**config.mk**
```make
export PLATFORM = sky130hd
export DESIGN_NAME = fp_norm_round
export DESIGN_NICKNAME = d
export VERILOG_FILES = /design/src/rtl/fp_norm_round.sv
export SDC_FILE = /design/constraint.sdc
export NUM_CORES = 1
export LEC_CHECK = 0
export BUFFER_PORTS_ARGS = -buffer_cell sky130_fd_sc_hd__buf_4
export CORE_MARGIN = 2
export CORE_UTILIZATION = 40
export CTS_CLUSTER_DIAMETER = 50
export DETAILED_ROUTE_END_ITERATION = 16
export GPL_TIMING_DRIVEN = 0
export REMOVE_ABC_BUFFERS = 1
export SLEW_MARGIN = 40
export SYNTH_ARGS = -nofsm -noshare
export SYNTH_HDL_FRONTEND = slang
export SYNTH_SLANG_ARGS = --single-unit
```
**constraint.sdc**
```tcl
create_clock -name i_clk -period 10.1 [get_ports i_clk]
set_input_delay 1.515 -clock i_clk [delete_from_list [all_inputs] [get_ports i_clk]]
set_output_delay 1.515 -clock i_clk [all_outputs]
set_load 0.05 [all_outputs]
```
**src/rtl/fp_norm_round.sv**
```systemverilog
// fp_norm_round
//   Sequential normalise-and-round back end for the binary32 multiplier.
//   Takes the raw sign, biased exponent sum and 48-bit mantissa product,
//   normalises one bit per cycle, denormalises into the subnormal range,
//   applies round-to-nearest-even and packs the binary32 result.
//
// Ports
//   i_clk      clock, rising edge
//   i_rst      asynchronous active-high reset
//   i_start    load operands (accepted only while o_busy=0)
//   i_sign     result sign
//   i_exp      signed biased exponent, value = i_mant * 2^(i_exp-127-46)
//   i_mant     raw 48-bit product, bit 46 is the nominal leading one
//   i_special  00 normal, 01 zero, 10 infinity, 11 NaN
//   o_res      packed binary32 result, held until the next pack
//   o_busy     high from the accepting edge until o_done is raised
//   o_done     one-cycle pulse when o_res is updated
//   o_flags    {overflow, underflow, inexact}, only with FP_FLAGS_EN
//
// Build option
//   FP_FLAGS_EN  adds the o_flags output and its register.

module fp_norm_round #(
  parameter int EXP_W     = 10,
  parameter int MANT_W    = 48,
  parameter int FLUSH_LIM = -24
) (
  input  logic              i_clk,
  input  logic              i_rst,
  input  logic              i_start,
  input  logic              i_sign,
  input  logic [EXP_W-1:0]  i_exp,
  input  logic [MANT_W-1:0] i_mant,
  input  logic [1:0]        i_special,
  output logic [31:0]       o_res,
  output logic              o_busy,
  output logic              o_done
`ifdef FP_FLAGS_EN
  ,
  output logic [2:0]        o_flags
`endif
);

  // Two guard bits on the exponent so shifting and rounding never wrap.
  localparam int XW = EXP_W + 2;
  localparam logic signed [XW-1:0] EXP_ONE  = XW'(1);
  localparam logic signed [XW-1:0] EXP_MAX  = XW'(255);
  localparam logic signed [XW-1:0] EXP_LIM  = XW'(FLUSH_LIM);

  typedef enum logic [2:0] {IDLE, SHR, SHL, DENORM, ROUND, PACK} stateT;

  stateT                   r_state, w_stateNext;
  logic                    r_sign, w_signNext;
  logic [1:0]              r_special, w_specialNext;
  logic                    r_zero, w_zeroNext;
  logic [MANT_W-1:0]       r_mant, w_mantNext;
  logic signed [XW-1:0]    r_exp, w_expNext;
  logic                    r_sticky, w_stickyNext;
  logic [23:0]             r_kept, w_keptNext;
  logic                    r_inexact, w_inexactNext;
  logic [31:0]             r_res, w_resNext;
  logic                    r_busy, w_busyNext;
  logic                    r_done, w_doneNext;

  // Rounding terms, evaluated from the normalised mantissa in ROUND.
  logic        w_guard;
  logic        w_roundSticky;
  logic        w_roundUp;
  logic [24:0] w_sum;

  assign w_guard       = r_mant[22];
  assign w_roundSticky = r_sticky | (|r_mant[21:0]);
  assign w_roundUp     = w_guard & (w_roundSticky | r_mant[23]);
  assign w_sum         = {1'b0, r_mant[46:23]} + {24'b0, w_roundUp};

  // Result classification used in PACK; specials take priority.
  logic w_isNan, w_isInf, w_isZero, w_isOvf, w_isSub;

  assign w_isNan  = (r_special == 2'b11);
  assign w_isInf  = (r_special == 2'b10);
  assign w_isZero = !r_special[1] && (r_zero || (r_kept == 24'd0));
  assign w_isOvf  = !r_special[1] && !w_isZero && (r_exp >= EXP_MAX);
  assign w_isSub  = !r_special[1] && !w_isZero && !w_isOvf && !r_kept[23];

  always_comb begin
    w_stateNext   = r_state;
    w_signNext    = r_sign;
    w_specialNext = r_special;
    w_zeroNext    = r_zero;
    w_mantNext    = r_mant;
    w_expNext     = r_exp;
    w_stickyNext  = r_sticky;
    w_keptNext    = r_kept;
    w_inexactNext = r_inexact;
    w_resNext     = r_res;
    w_busyNext    = r_busy;
    w_doneNext    = 1'b0;

    unique case (r_state)
      IDLE: begin
        if (i_start) begin
          w_signNext    = i_sign;
          w_specialNext = i_special;
          w_zeroNext    = (i_special == 2'b01) || (i_mant == '0);
          w_mantNext    = i_mant;
          w_expNext     = {{2{i_exp[EXP_W-1]}}, i_exp};
          w_stickyNext  = 1'b0;
          w_inexactNext = 1'b0;
          w_busyNext    = 1'b1;
          if (i_special != 2'b00 || i_mant == '0) w_stateNext = PACK;
          else                                    w_stateNext = SHR;
        end
      end

      SHR: begin
        if (r_mant[47]) begin
          w_mantNext   = {1'b0, r_mant[MANT_W-1:1]};
          w_expNext    = r_exp + EXP_ONE;
          w_stickyNext = r_sticky | r_mant[0];
        end else begin
          w_stateNext = SHL;
        end
      end

      SHL: begin
        if (!r_mant[46] && r_exp > EXP_ONE) begin
          w_mantNext = {r_mant[MANT_W-2:0], 1'b0};
          w_expNext  = r_exp - EXP_ONE;
        end else begin
          w_stateNext = DENORM;
        end
      end

      // Far below the subnormal range everything lands in sticky, so the
      // whole mantissa is collapsed at once instead of shifting bit by bit.
      DENORM: begin
        if (r_exp <= EXP_LIM) begin
          w_stickyNext = r_sticky | (|r_mant);
          w_mantNext   = '0;
          w_expNext    = EXP_ONE;
          w_stateNext  = ROUND;
        end else if (r_exp < EXP_ONE) begin
          w_mantNext   = {1'b0, r_mant[MANT_W-1:1]};
          w_expNext    = r_exp + EXP_ONE;
          w_stickyNext = r_sticky | r_mant[0];
        end else begin
          w_stateNext = ROUND;
        end
      end

      // A carry out of 24 bits leaves 1000...0, so the dropped bit is zero.
      ROUND: begin
        w_stickyNext  = w_roundSticky;
        w_inexactNext = w_guard | w_roundSticky;
        if (w_sum[24]) begin
          w_keptNext = w_sum[24:1];
          w_expNext  = r_exp + EXP_ONE;
        end else begin
          w_keptNext = w_sum[23:0];
        end
        w_stateNext = PACK;
      end

      PACK: begin
        if (w_isNan)       w_resNext = 32'hFFFF_FFFF;
        else if (w_isInf)  w_resNext = {r_sign, 8'hFF, 23'd0};
        else if (w_isZero) w_resNext = {r_sign, 31'd0};
        else if (w_isOvf)  w_resNext = {r_sign, 8'hFF, 23'd0};
        else if (w_isSub)  w_resNext = {r_sign, 8'h00, r_kept[22:0]};
        else               w_resNext = {r_sign, r_exp[7:0], r_kept[22:0]};
        w_doneNext  = 1'b1;
        w_busyNext  = 1'b0;
        w_stateNext = IDLE;
      end

      default: w_stateNext = IDLE;
    endcase
  end

  always_ff @(posedge i_clk or posedge i_rst) begin
    if (i_rst) begin
      r_state   <= IDLE;
      r_sign    <= 1'b0;
      r_special <= 2'b00;
      r_zero    <= 1'b0;
      r_mant    <= '0;
      r_exp     <= '0;
      r_sticky  <= 1'b0;
      r_kept    <= '0;
      r_inexact <= 1'b0;
      r_res     <= 32'd0;
      r_busy    <= 1'b0;
      r_done    <= 1'b0;
    end else begin
      r_state   <= w_stateNext;
      r_sign    <= w_signNext;
      r_special <= w_specialNext;
      r_zero    <= w_zeroNext;
      r_mant    <= w_mantNext;
      r_exp     <= w_expNext;
      r_sticky  <= w_stickyNext;
      r_kept    <= w_keptNext;
      r_inexact <= w_inexactNext;
      r_res     <= w_resNext;
      r_busy    <= w_busyNext;
      r_done    <= w_doneNext;
    end
  end

  assign o_res  = r_res;
  assign o_busy = r_busy;
  assign o_done = r_done;

`ifdef FP_FLAGS_EN
  // An overflowed result is never exact, so overflow also raises inexact.
  logic [2:0] r_flags;
  logic [2:0] w_flagsNext;

  assign w_flagsNext = {w_isOvf, (w_isZero | w_isSub) & r_inexact, r_inexact | w_isOvf};

  always_ff @(posedge i_clk or posedge i_rst) begin
    if (i_rst)                r_flags <= 3'b000;
    else if (r_state == PACK) r_flags <= w_flagsNext;
  end

  assign o_flags = r_flags;
`endif

endmodule

```
* Word level (Yosys, flattened, before mapping)
Index checks and enable logic that the tools add are counted.
Storage, ports and cells: flip-flop bits (word level) 126, latch bits 0, bits in writable memories 0, memory bits (read-only) 0, input port bits 64, output and inout port bits 34, word-level logic and storage cells 105, memories 0
Operators by class: add/sub/neg operators 3, multipliers 0, divide/modulo/power cells 0, order comparisons 4, eq/ne operators 16, shift-type cells 0, mux-type cells 34, bitwise operators 5, reductions and logical operators 31
Operators by type and width (number):
- 2-to-1 mux 48 bit | 4
- one-hot mux 48 bit (4 select lines) | 1
- 2-to-1 mux 31 bit | 4
- 2-to-1 mux 12 bit | 6
- one-hot mux 12 bit (5 select lines) | 1
- zero test 48 bit | 1
- OR reduction 48 bit | 1
- 2-to-1 mux 47 bit | 1
- 2-to-1 mux 32 bit | 1
- adder 24 x 1 -> 25 bit | 1
- zero test 24 bit | 1
- 2-to-1 mux 24 bit | 1
- OR reduction 22 bit | 1
- 2-to-1 mux 3 bit | 6
- one-hot mux 3 bit (5 select lines) | 1
- adder 12 x 2 -> 12 bit, second input constant | 1
- >= comparator 12 x 9 -> 1 bit, second input constant | 1
- greater-than comparator 12 x 2 -> 1 bit, second input constant | 1
- <= comparator 12 x 6 -> 1 bit, second input constant | 1
- less-than comparator 12 x 2 -> 1 bit, second input constant | 1
- != test 2 bit, second input constant | 6
- AND reduction 4 bit | 3
- subtractor 12 x 2 -> 12 bit, second input constant | 1
- nonzero test 4 bit | 2
- 20 further kinds | 45

* Longest topological paths before layout
Gate-level depths: netlist of run 1.
depth in word-level cells 14, depth in mapped cells 10, mapped depth without buffers 7

* Worst setup path before layout of run 1
No wires, ideal clock.
path type in2reg, start input i_start, end register r_mant[0], setup time 0.128 ns, arrival 2.682 ns, data required time 9.972 ns, path slack 7.291 ns, stages 6, cells stage by stage nor2b_1 > nor4_1 > nor2_1 > and2_4 > buf_6 > mux2_1
On the way: longest elaborated chain between the ends 2
RTL lines:
- start, declared | RTL line 30 | input logic i_start,
- != test 2 bit (no line)
- AND reduction 5 bit (no line)
- end signal, assigned | RTL line 199 | r_mant <= w_mantNext;
- end, declared | RTL line 56 | logic [MANT_W-1:0] r_mant, w_mantNext;
Every way passes these cells. A chain may end at the register's enable or synchronous reset.

* Worst setup path after layout of run 1
start register r_exp[5], end register r_mant[0]
On the way: longest elaborated chain between the ends 4, elaborated cells on any way between the ends 9
RTL lines:
- start, declared | RTL line 57 | logic signed [XW-1:0] r_exp, w_expNext;
- start signal, assigned | RTL line 200 | r_exp <= w_expNext;
- greater-than comparator 12 x 2 -> 1 bit | RTL line 126 | if (!r_mant[46] && r_exp > EXP_ONE) begin
- logical AND 1 bit | RTL line 126
- != test 2 bit (no line)
- AND reduction 5 bit (no line)
Several ways; a longest one is shown, not always the timed one.

==> reports/metrics.yaml, run 1 <==
start_util_pct: 41.2
worstPathArrival_ps: 3420
core-area_sq_um: 18900
clk_pin_slew_ps: 60
area_delta_synth_final_pct: 21.3
layout-drive-gt1-share_pct: 18.7
fp.dieW_microns: 143
max-vdd-ir-drop_mv: 0.186
synth_top_area_share_pct: 40.6
finalCritPeriodShare_pct: 30.9
pin_count: 98
max_freq_mhz: 321
clk_path_buf_depth: 2
regArea_sq_um: 3150
track_usage_pct: 22.5
synth_edf_count: 0
grt_pass1_vias: 6556
cts-root-buf: "clkbuf_16"
wl_microns: 22600
dp_cells: 1181
drt_iter0_drc: 611
vias: 7201
yosys-top-cells-area: "dfrtp_1 41%, o21ai_0 6.4%, mux2i_1 5.8%"
finalCriticalPeriod_ps: 3120
post_cts_buffers: 0
wl_per_cell_microns: 18.7
rows: 50
reg2regPathDepth: 5
cp_max_fo: 47
cp-start-kind: "register"
max-slew-margin-rel_pct: 44.4
ctsHoldBuffers: 0
pre_cts_ws_ps: 6590
r2r-start: "r_exp[5]"
tns_ps: 0
grt_max_degree: 74
grt_pass1_wl_microns: 36500
crit_required_ps: 10400
insertion_delay_ps: 430
synth_cells: 886
cts_resized: 0
synth_flop_cell: "dfrtp_1"
route.antenna.remaining_nets: 0
synthDistinctLibCells: 63
hold_depth: 1
min-delay-path-class: "register to register"
fin_cells: 1213
powerDensity_nw_per_um2: 396
place.gp.congestion: 0.912
overflow: 0
drc: 0
antenna_found_initial: 0
hpwl_microns: 15900
multiInputGateArea_sq_um: 4210
cts.sinks: 126
final_hold_viol_count: 0
finalClockSkew_ps: 8.36
maxCapViolCount: 0
critPathKind: "register to register"
dieArea_sq_um: 20600
die_h_microns: 143
num-nets-final: 1008
worstSetupStartpoint: "r_exp[5]"
synth_top_area_cell: "dfrtp_1"
cts_max_level: 4
finalWorstSetupSlack_ps: 6980
end_kind: "register"
ys_warn_count: 0
status: "complete, no violations"
cts_buffers: 17
cts_tree: "done"
synthArstFlopShare_pct: 100
portBuffers: 97
hp-start: "r_sign"
final_util_pct: 49.9
setup_viol: 0
tightest_slew_ps: 833
viasPerCell: 5.94
syn_area_per_cell_sq_um: 8.78
yosysSeqAreaShare_pct: 40.6
drv_slew: 0
rsz0062_at_grt: "false"
p_leak_nw: 3.95
synth_area_sq_um: 7770
first_pass_iters: 5
fill_cells: 1820
yosys_register_bits: 126
diodes: 0
[final cells by class]
class,instances,share of cell area [%]
multi-input cells,626,44.6
clock inverters,14,1.94
flip-flops and latches,126,33.4
clock buffers,18,4.55
inverters,57,2.35
well taps,260,3.45
repair buffers,112,9.67
[cells by family (layout without fill, tap and decap cells)]
family                   count (synthesis)  after routing  synth area share, %
buffers and inverters                  134            201                 6.97
AND/OR/NAND/NOR                        259            259                 16.8
multiplexers                            53             53                 6.95
flip-flops                             126            126                 40.6
adder cells (fa/ha/maj)                  4              4                0.644
AO/OA/AOI/OAI                          282            282                 25.0
XOR/XNOR                                28             28                 3.15
[through the flow]
| step | hold slack, ps | total power [mW] | area, sq um |
|---|---|---|---|
| floorplan | 456 | 2.45 | 7450 |
| global placement | 467 | 2.98 | 8500 |
| detailed placement | 473 | 3.09 | 8810 |
| CTS | 479 | 3.74 | 9420 |
| global route | 501 | 4.00 | 9430 |
| finish | 477 | 3.74 | 9430 |
[cells in the final DEF (no fill, tap or decap), types with 11 or more instances in the layout]
cell,count
inv_1,56
clkbuf_16,17
mux2i_1,45
a21oi_1,20
xnor2_1,23
and3_1,11
a31oi_1,36
nand3_1,16
nand4_1,16
o41ai_1,45
nand2_1,36
nor2_1,89
o21ai_0,100
o211ai_1,12
buf_4,100
nor4_1,33
dfrtp_1,125
[sequential cells by signal (all words and copies together) (netlist names)]
signal,count
r_kept,24
r_sticky,1
r_zero,1
o_res,32
o_done,1
r_state,3
r_special,2
r_exp,12
r_mant,48
o_busy,1
r_sign,1
[path summary, 6_finish.rpt]
path | end | slack (ps)
hold / removal | o_res[31] | 480
min in group asynchronous | r_mant[30] | 1100
max in group asynchronous | r_exp[7] | 8320
hold reg to reg | o_res[31] | 480
setup / recovery | r_mant[0] | 6980
setup reg to reg | r_mant[0] | 6980
[worst max-delay path, stage by stage (launching register included)]
cell      delay [ps]
dfrtp_1          550
or4_1            740
o41a_1           460
o211ai_2         110
and2_4           730
mux2_1           390
[layer usage]
| layer | GRT usage, % | up-vias | share of wire [%] |
|---|---|---|---|
| li1 | - | 3428 | - |
| met1 | 34.7 | 3512 | 51 |
| met2 | 32.4 | 233 | 43 |
| met3 | 3.73 | 28 | 5.2 |
| met4 | 6.19 | 0 | 1.3 |
| met5 | 0 | - | 0 |
[report_power, final]
group	internal, mW	leakage (nW)	switching, mW	total [mW]
registers	0.772	1.49	0.333	1.10
logic	0.772	2.17	1.22	1.99
clock network	0.393	0.294	0.249	0.642
[synthesized netlist by cell type, types with 5 or more instances]
master	count
dfrtp_1	126
o21ai_0	100
nor2_1	89
clkbuf_1	66
inv_1	57
mux2i_1	45
o41ai_1	45
a31oi_1	37
nand2_1	37
nor4_1	34
xnor2_1	24
a21oi_1	21
nand3_1	16
nand4_1	16
nor3_1	12
o211ai_1	12
and3_1	11
and2_1	9
o2bb2ai_1	9
a222oi_1	7
a22o_1	7
and4_1	7
buf_2	7
nor2b_1	7
o31ai_1	7
mux2_2	6
nand2b_1	6
a211oi_1	5
or2_2	5
(Power assumes the default switching activity.)
==> run 2, diff against run 1 <==
Clock period 10.1 ns to 3 ns, I/O delays scaled along.
==> reports/metrics.yaml, run 2 (synthesis gave the netlist of run 1 again) <==
multiInputGateArea_sq_um: 4220  # +0.36%
rsz0062_at_grt: "false"
cp_max_fo: 24  # -49%
largest_reg_flops: 48  # unchanged
layout_common_cells: "124 x dfrtp_1, 101 x buf_4, 100 x o21ai_0, 89 x nor2_1, 56 x inv_1"
ctsHoldBuffers: 0  # unchanged
vias: 7205  # +0.056%
wl_microns: 22800  # +0.92%
cts.sinks: 126  # unchanged
worstPathArrival_ps: 3220  # -200 ps
reg2regPathDepth: 5  # unchanged
num-nets-final: 1010  # +0.20%
insertion_delay_ps: 420  # about the same
start_util_pct: 41.2  # unchanged
viasPerCell: 5.93  # -0.11%
first_pass_iters: 5  # unchanged
critPathKind: "register to register"
core-area_sq_um: 18900  # unchanged
max-slew-margin-rel_pct: 52.1  # +7.7 points
dieArea_sq_um: 20600  # unchanged
dp_cells: 1181  # unchanged
fp.dieW_microns: 143  # unchanged
powerDensity_nw_per_um2: 1340  # +240%
grt_max_degree: 74  # unchanged
overflow: 0  # unchanged
grt_pass1_wl_microns: 36900  # +0.93%
layout-drive-gt1-share_pct: 19.2  # +0.48 points
hpwl_microns: 15900  # unchanged
tightest_slew_ps: 717  # -117 ps
cts_tree: "done"
power_mw: 12.7  # +240%
portBuffers: 97  # unchanged
p_leak_nw: 3.96  # +0.20%
maxCapViolCount: 0  # unchanged
cts-root-buf: "clkbuf_16"
route.antenna.remaining_nets: 0  # unchanged
finalCriticalPeriod_ps: 2920  # -201 ps
reg2reg_to: "r_mant[0]"
clk_path_buf_depth: 2  # unchanged
place.gp.congestion: 0.912  # unchanged
die_h_microns: 143  # unchanged
setup_viol: 0  # unchanged
regMostFlops: "r_mant"
area_delta_synth_final_pct: 21.6
pin_count: 98  # unchanged
final_common_cell: "dfrtp_1"
drt_iter0_drc: 588  # -3.8%
crit_path_end: "r_mant[0]"
finalCritPeriodShare_pct: 97.3  # +66 points
status: "complete, no violations"
fin_cells: 1215  # +0.16%
wl_per_cell_microns: 18.8  # +0.75%
diodes: 0  # unchanged
r2r-start: "r_exp[5]"
cts_max_level: 4  # unchanged
max_freq_mhz: 343  # +6.9%
final_hold_viol_count: 0  # unchanged
antenna_found_initial: 0  # unchanged
cts_buffers: 17  # unchanged
drv_slew: 0  # unchanged
fill_cells: 1821  # +0.055%
max-vdd-ir-drop_mv: 0.552  # +200%
worstSetupStartpoint: "r_exp[5]"
crit_required_ps: 3300  # -7100 ps
finalClockSkew_ps: 7.73  # -0.629 ps
track_usage_pct: 22.8  # +0.30 points
grt_pass1_vias: 6595  # +0.59%
min-delay-path-class: "input pin to async pin"
cp-start-kind: "register"
regArea_sq_um: 3160  # about the same
clk_pin_slew_ps: 60  # about the same
r2r_slack_ps: 80  # -6900 ps
drc: 0  # unchanged
rows: 50  # unchanged
end_kind: "register"
-- run 2: report_power, final --
part	leakage, nW	switching (mW)	internal, mW
clock network	0.294	0.838	1.32
registers	1.49	1.12	2.60
logic	2.17	4.15	2.62
-- run 2: cell type report --
cell class              instances  area share, %
repair buffers                113           9.73
inverters                      57           2.34
clock inverters                14           1.93
flip-flops and latches        126           33.4
multi-input cells             627           44.6
clock buffers                  18           4.54
well taps                     260           3.44
-- run 2: metrics by stage --
stage | setup WS, ps | hold WS (ps) | setup TNS (ps) | area (sq um) | util, %
after floorplan | -1060 | 456 | -142760 | 7450 | -
after global placement | -2710 | 467 | -505340 | 8500 | 45.0
after detailed placement | -80.3 | 473 | -291 | 8810 | 46.6
after CTS | 30.0 | 44.9 | 0 | 9430 | 49.9
after global routing | 3.20 | 57.9 | 0 | 9460 | 50.0
final | 81.1 | 30.4 | 0 | 9460 | 50.0
-- run 2: how the worst min path moves through the flow --
stage | start | end | slack [ps]
after floorplan | r_sign | o_res[31] | 460
final | i_rst | r_mant[31] | 30
after global routing | i_rst | r_mant[30] | 60
after detailed placement | r_sign | o_res[31] | 470
after CTS | i_rst | r_mant[30] | 40
after global placement | r_sign | o_res[31] | 470
-- run 2: worst max-delay path: stages (launching register included) --
cell      delay, ps
dfrtp_1         550
or4_1           740
o41a_1          460
o211ai_2        150
and2_4          510
mux2_1          370
-- run 2: layer usage --
layer / vias to the layer above / share of wire [%] / GRT usage (%) / wire (microns)
li1: 3442 / - / - / -
met2: 259 / 43 / 32.9 / 9800
met4: 0 / 1.5 / 6.71 / 334
met1: 3477 / 50 / 34.8 / 11300
met3: 27 / 6.1 / 3.97 / 1390
met5: - / 0 / 0 / 0
-- run 2: timing repair --
action | 4_1_cts | 5_1_grt
resized for setup | 1 | 3
pin swaps | 0 | 1
gates cloned | 1 | 0
setup endpoints to repair | 4 | 29
setup buffers | 0 | 1
